### src/rtl/bin_to_bcd_encoder_pkg.sv
// Shared types and helpers for the sequential binary-to-BCD converter.
// Holds the FSM state encoding and the per-digit add-3 adjustment.
package bin_to_bcd_encoder_pkg;

    typedef enum logic [0:0] {
        StIdle,
        StShift
    } state_e;

    // Digits >= 5 would carry past 9 after the next doubling, so pre-bias them.
    function automatic logic [3:0] bcd_add3(input logic [3:0] digit);
        return (digit >= 4'd5) ? (digit + 4'd3) : digit;
    endfunction

endpackage

### src/rtl/bcd_digit_adjust.sv
// Combinational add-3 correction for one BCD digit ahead of the shift.
module bcd_digit_adjust
    import bin_to_bcd_encoder_pkg::*;
(
    input  logic [3:0] i_digit,
    output logic [3:0] o_digit
);

    assign o_digit = bcd_add3(i_digit);

endmodule

### src/rtl/bin_to_bcd_encoder.sv
// Shift-and-add-3 binary-to-BCD converter, one input bit per clock.
// Result and overflow are registered and held until the next conversion completes.
module bin_to_bcd_encoder
    import bin_to_bcd_encoder_pkg::*;
#(
    parameter int unsigned WIDTH  = 16,
    parameter int unsigned DIGITS = 5
) (
    input  logic                  clk,
    input  logic                  rst,
    input  logic                  start,
    input  logic [WIDTH-1:0]      bin,
    output logic                  busy,
    output logic                  done,
    output logic [4*DIGITS-1:0]   bcd,
    output logic                  overflow
);

    localparam int unsigned CntW = $clog2(WIDTH + 1);
    localparam logic [CntW-1:0] CntOne  = CntW'(1);
    localparam logic [CntW-1:0] CntLoad = CntW'(WIDTH);

    state_e                r_state;
    logic [WIDTH-1:0]      r_sr;
    logic [4*DIGITS-1:0]   r_acc;
    logic                  r_sticky;
    logic [CntW-1:0]       r_cnt;
    logic                  r_busy;
    logic                  r_done;
    logic [4*DIGITS-1:0]   r_bcd;
    logic                  r_ovf;

    logic [4*DIGITS-1:0]   w_adj;
    logic [4*DIGITS-1:0]   w_acc_next;
    logic                  w_carry;

    for (genvar i = 0; i < DIGITS; i++) begin : g_adj
        bcd_digit_adjust u_adj (
            .i_digit (r_acc[4*i +: 4]),
            .o_digit (w_adj[4*i +: 4])
        );
    end

    // The bit leaving the top digit is a carry past 10^DIGITS.
    assign w_carry    = w_adj[4*DIGITS-1];
    assign w_acc_next = {w_adj[4*DIGITS-2:0], r_sr[WIDTH-1]};

    always_ff @(posedge clk or posedge rst) begin
        if (rst) begin
            r_state  <= StIdle;
            r_sr     <= '0;
            r_acc    <= '0;
            r_sticky <= 1'b0;
            r_cnt    <= '0;
            r_busy   <= 1'b0;
            r_done   <= 1'b0;
            r_bcd    <= '0;
            r_ovf    <= 1'b0;
        end else begin
            r_done <= 1'b0;
            unique case (r_state)
                StIdle: begin
                    if (start) begin
                        r_sr     <= bin;
                        r_acc    <= '0;
                        r_sticky <= 1'b0;
                        r_cnt    <= CntLoad;
                        r_busy   <= 1'b1;
                        r_state  <= StShift;
                    end
                end
                StShift: begin
                    r_sr     <= r_sr << 1;
                    r_acc    <= w_acc_next;
                    r_sticky <= r_sticky | w_carry;
                    r_cnt    <= r_cnt - CntOne;
                    if (r_cnt == CntOne) begin
                        r_bcd   <= w_acc_next;
                        r_ovf   <= r_sticky | w_carry;
                        r_done  <= 1'b1;
                        r_busy  <= 1'b0;
                        r_state <= StIdle;
                    end
                end
                default: r_state <= StIdle;
            endcase
        end
    end

    assign busy     = r_busy;
    assign done     = r_done;
    assign bcd      = r_bcd;
    assign overflow = r_ovf;

endmodule

### config.mk
export PLATFORM = sky130hd
export DESIGN_NAME = bin_to_bcd_encoder
export DESIGN_NICKNAME = d
export VERILOG_FILES = /design/src/rtl/bin_to_bcd_encoder_pkg.sv /design/src/rtl/bcd_digit_adjust.sv /design/src/rtl/bin_to_bcd_encoder.sv
export SDC_FILE = /design/constraint.sdc
export NUM_CORES = 1
export LEC_CHECK = 0
export BUFFER_PORTS_ARGS = -buffer_cell sky130_fd_sc_hd__buf_2
export CAP_MARGIN = 10
export CELL_PAD_IN_SITES_DETAIL_PLACEMENT = 1
export CELL_PAD_IN_SITES_GLOBAL_PLACEMENT = 2
export CORE_AREA = 2 2 82 123
export DETAILED_ROUTE_END_ITERATION = 7
export DIE_AREA = 0 0 84 125
export GPL_TIMING_DRIVEN = 0
export PLACE_DENSITY = 0.81
export SLEW_MARGIN = 30
export SYNTH_ARGS = -nofsm -noshare
export SYNTH_HDL_FRONTEND = slang
export SYNTH_HIERARCHICAL = 1
export SYNTH_SLANG_ARGS = --single-unit
### constraint.sdc
create_clock -name clk -period 2 [get_ports clk]
set_input_delay 0.2 -clock clk [delete_from_list [all_inputs] [get_ports clk]]
set_output_delay 0.2 -clock clk [all_outputs]
set_load 0.01 [all_outputs]
# After elaboration in Yosys (flattened, before gate mapping)
# Index checks and enable logic that the tools add are counted.
# op_classes
n_mux	21
eq_ne	3
n_reduce_logical	2
order_cmp	5
n_bitwise	2
addsub	6
# ops
operator	count
20-bit one-hot mux with 2 select lines	1
16-bit one-hot mux with 2 select lines	1
4-bit by 2-bit adder with 4-bit output (second input constant)	5
4-bit by 3-bit greater-or-equal comparator with 1-bit output (second input constant)	5
20-bit two-way mux	1
4-bit two-way mux	5
16-bit two-way mux	1
5-bit one-hot mux with 2 select lines	1
1-bit two-way mux	7
1-bit one-hot mux with 2 select lines	3
5-bit by 1-bit == test with 1-bit output (second input constant)	1
5-bit two-way mux	1
5-bit by 1-bit subtractor with 5-bit output (second input constant)	1
2-bit AND reduction	2
2-bit by 1-bit != test with 1-bit output (second input constant)	1
2-bit != test (second input constant)	1
1-bit inverter	1
1-bit OR	1
# word_totals
word_cells	48
inputBits	19
regBits	66
out_inout_bits	23

# Depth between registers and ports, before layout
# logic_depth
ltp_word	4
depth_mapped	7
depth_no_buf	7

# Cells and area by module
# The synthesis kept the hierarchy.
# by_module_without_submodules
mod	area_per_inst_um2	n_inst	seq_area_each_um2	cells_each
bin_to_bcd_encoder	2625.0	1	1651.6	204
bcd_digit_adjust	101.3	5	0.0	16

# Least setup slack after synthesis
# OpenSTA, ideal clock, no wires.
# synth_path
path_kind	reg-to-reg
startpoint	reg r_cnt[1]
endpoint	reg r_bcd[10] (netlist: bcd[10])
arrival_time_ps	1461
n_path_buf	1
required_ps	1875
synth_period_minus_slack_ps	1586
slack_ps	414
stages_incl_launch_ff	7
cell_sequence	dfrtp_1 > inv_1 > ha_1 > nand2_1 > nor4_4 > buf_6 > mux2_2
# synth_via
elab_chain_cells	2
# synth_rtl
item	line_no	rtl
start, declared	bin_to_bcd_encoder.sv:27	logic [CntW-1:0] r_cnt;
start signal, assigned	bin_to_bcd_encoder.sv:67	r_cnt <= CntLoad;
start signal, assigned	bin_to_bcd_encoder.sv:76	r_cnt <= r_cnt - CntOne;
5-bit by 1-bit == test with 1-bit output	bin_to_bcd_encoder.sv:77	if (r_cnt == CntOne) begin
2-bit AND reduction (no line)	--	
end signal, assigned	bin_to_bcd_encoder.sv:78	r_bcd <= w_acc_next;
end, declared	bin_to_bcd_encoder.sv:30	logic [4*DIGITS-1:0] r_bcd;
# No other way between the ends.
# A chain may end at the register's enable or synchronous reset.

# Worst setup path after layout
# layout_path
startpoint	reg r_cnt[1]
endpoint	reg r_bcd[8] (netlist: bcd[8])
# The elaborated chain is that of the path after synthesis.

==> impl.org <==
** Outcome
- Status :: finished, final reports clean

** Final layout
- Total of fill cells in the finished design :: 1,088
- The library cell used most frequently in the layout, excluding fill and tap cells, is dfrtp_1.
- Cells with a size suffix above 1 make up 25.7% of the layout.
- Post-synthesis to final-layout area growth :: 21.8%
- Highest-count cells in the layout ignoring fill and taps :: dfrtp_1 (66), nand2_1 (45), buf_2 (43)
- Net count reported at finish :: 368
- Count of inserted antenna diode cells :: 0
- The finished cells cover 0.00381 sq mm.
- For this run, the share of the core covered by cells in the final layout is 40.1%.

** Critical path
- Worst Setup End Kind :: register
- By startpoint and endpoint, the worst setup path is classified as register to register.
- Worst reg-to-reg setup slack :: approximately 0.19 ns
- Worst flop-to-flop path startpoint :: r_cnt[1]
- Data required time at the worst endpoint :: 2.21 ns
- Among all stages on the critical path, the largest delay is contributed by nor4_4.
- STA classifies the critical path startpoint as a register.
- The cell family contributing the most delay on the critical path is simple AND/OR/NAND/NOR gates.
- Largest incremental delay on the critical path :: 0.41 ns
- Worst path buffer plus inverter count :: 2
- Arrival @ worst endpoint :: 2.02 ns
- In this run the worst path has a maximum fanout of 10.
- The critical path goes through inv_1 -> ha_1 -> nand2_1 -> nor4_4 -> buf_6 -> mux2_2.
- The worst register-to-register path ends at bcd[8].
- Counting cells, the worst reg-to-reg path comes to 6.

** Clock network
- In this run the post-CTS setup repair buffer count came out at 0.
- Maximum count of clock buffers along a single path :: 2
- The H-tree generated during clock tree synthesis spans 3 levels.
- TritonCTS built the clock tree.
- After clock tree synthesis, the repair step resized 0 gates.
- Clock tree synthesis found a total of 66 sinks.
- Clock root buffer :: clkbuf_16
- The number of clock buffers added by TritonCTS is 9.
- Clock latency of the later-clocked register in the worst-skew pair :: 0.33 ns
- Clock-pin slew was measured on the worst setup and hold paths at roughly 0.050 ns.

** Die
- Total number of placement rows :: 44
- The die covers 0.0105 sq mm.
- The die is 125 um tall.
- The core region is 0.00952 sq mm.
- In this run the horizontal extent of the chip is 84 um.
- Initial Utilization :: roughly a third
- 42 I/O pins were placed.

** Global route
- Largest net degree at the start of global routing :: 47
- Via count of the first global-routing pass :: 2,483
- The initial antenna violation count came to 0.
- After global routing the overflow that remains totals 0.
- Global-route wire length before repair :: roughly 12,000 um
- Global routing used 14.8% of the available tracks.

** Drt
- First-iteration detailed-routing DRC count :: 63
- Via Count :: between 2,000 and 2,500
- Final routed wire length divided by cell count :: 15.1 um
- For this run, design rule violations remaining after detail routing come to 0.
- Using the TritonRoute via totals, the vias-per-cell ratio works out to 4.98.
- After detailed routing, the total wire length is 6900 um.
- Number of nets with antenna violations after detailed routing :: 0
- Length of the first detailed-routing pass in iterations :: 4

** Yosys
- In the synthesized netlist, the number of instances is ~280.
- In this run the cell area of the synthesized design comes to 0.00313 sq mm.
- For this run, the number of Yosys warnings is 6.
- Counting flops and latches in the post-synthesis netlist gives 66.
- Count of distinct cell types in the synthesized netlist :: 26
- Dividing the synthesized area by the synthesized cell count gives 11.0 sq um.
- Nets in the synthesized netlist :: 315
- Of the synthesized area, sequential elements account for 52.7%.

** Power
- For this design the static power due to leakage is 1.85 nW.
- Across the VDD grid, the largest voltage drop is 0.617 mV.
- In this run the power density over the cells is approximately 1700 mW/mm^2.

** Placed design
- Detailed-placement wirelength estimate :: 4860 um
- The placed instances occupy a cell area of 0.00351 sq mm.
- The congestion estimate from routability-driven global placement came to ~0.7.
- Count of buffers from port buffering :: 40

** Job
- The tool flagged a number of max-cap violations equal to 0.

** STA
- Post-route clock skew :: 0.00325 ns
- The number of hold violations in the final report is 0.
- The smallest clock period supported by the final layout is computed as 1.81 ns.
- Headroom to the max-slew limit came out at between 60% and 70%.
- Number of pins with negative max-slew slack in the final report :: 0
- Unrepaired setup endpoints after global routing :: no
- Period utilisation layout :: 90.6%
- Fin Hold WS :: 0.123 ns
- Based on the critical path, the design can be clocked at up to 552 MHz.
- Setup violations, final :: 0
- Slew at the pin with the worst max-slew slack :: 0.583 ns

** Min path
- Along the worst hold path, the cell count comes to 3.
- Hold path startpoint :: bin[0]
- The tightest min-delay check is of the input pin to register type.
- For hold timing, the worst endpoint is r_sr[0].
-- cell type report --
cell class | instances | area (sq um) | share of cell area [%]
buffer | 13 | 67.6 | 1.77
clock buffer | 14 | 264 | 6.92
clock inverter | 2 | 35.0 | 0.918
inverter | 16 | 62.6 | 1.64
multi-input combinational | 189 | 1350 | 35.5
sequential | 66 | 1650 | 43.3
tap | 115 | 144 | 3.77
timing repair buffer | 42 | 238 | 6.23
-- routing by layer --
metal / vias to the layer above / GRT usage [%] / wire [um]
li1: 1079 / - / -
met1: 1143 / 17.4 / 2920
met2: 44 / 25.6 / 3570
met3: 11 / 2.84 / 252
met4: 0 / 7.12 / 163
met5: - / 0 / 0
-- metrics by stage --
stage	setup TNS, ns	power, mW	setup slack (ns)	cells
final	0	6.38	0.188	457
after global placement	-49.44	4.74	-0.752	439
after CTS	0	6.51	0.147	457
after detailed placement	0	4.87	0.168	440
after global routing	0	6.95	0.0294	457
after floorplan	0	4.13	0.145	284
-- worst reg2reg max path, delay by kind of cell (launching register included) --
kind	cells	cell delay (ns)
multiplexers	1	0.35
flip-flops	1	0.39
AND/OR/NAND/NOR	2	0.49
buffers and inverters	2	0.32
adder cells (fa/ha/maj)	1	0.14
-- how the worst max path moves through the flow --
stage             start       to  slack, ns  cells past startpoint
2_1_floorplan       rst   bcd[0]       0.15                      1
3_3_place_gp        rst  r_sr[8]      -0.75                      2
3_5_place_dp   r_cnt[1]   bcd[8]       0.17                      6
4_1_cts        r_cnt[1]   bcd[6]       0.15                      6
5_1_grt        r_cnt[1]   bcd[8]       0.03                      6
6_report       r_cnt[1]   bcd[8]       0.19                      6
-- synth_stat cells --
library cell	n	area, sq um
a22o_1	18	158
buf_2	3	15.0
nand2_1	45	169
o22ai_1	3	18.8
a21oi_1	2	10.0
or2_2	1	6.26
mux2i_1	22	220
inv_1	15	56.3
xnor2_1	6	52.6
ha_1	12	150
buf_1	4	15.0
a21oi_2	5	43.8
o21a_1	1	7.51
clkinv_1	1	3.75
nor2b_1	1	6.26
nand2b_1	10	62.6
nor4_4	1	21.3
buf_6	2	22.5
or3b_2	1	8.76
o21ai_0	25	125
nor2_1	10	37.5
nor3_1	1	5.00
dfrtp_1	66	1650
o21ai_1	5	25.0
mux2_2	20	225
clkbuf_1	4	15.0
-- state kept, by name, summed over array words and instances, names as in the netlist --
name,count
r_state,1
r_cnt,5
r_sr,16
busy,1
bcd,20
done,1
r_sticky,1
r_acc,20
overflow,1
-- what timing repair did --
action | 4_1_cts | 5_1_grt
hold buffers | 1 | 0
setup endpoints to repair | 0 | 0
hold endpoints to repair | 20 | 0
-- logic make-up after synthesis --
| family | Yosys count | share of synthesized area, % |
|---|---|---|
| AO/OA/AOI/OAI | 59 | 12.4 |
| XOR/XNOR | 6 | 1.68 |
| adder cells (fa/ha/maj) | 12 | 4.79 |
| buffers and inverters | 29 | 4.07 |
| flip-flops | 66 | 52.7 |
| multiplexers | 42 | 14.2 |
| AND/OR/NAND/NOR | 70 | 10.1 |
-- power by group --
part	switching, mW	internal (mW)
Sequential	0.461	1.91
Clock	0.535	1.03
Combinational	1.25	1.20
Total	2.25	4.14
Power figures use the tool's default switching activity.
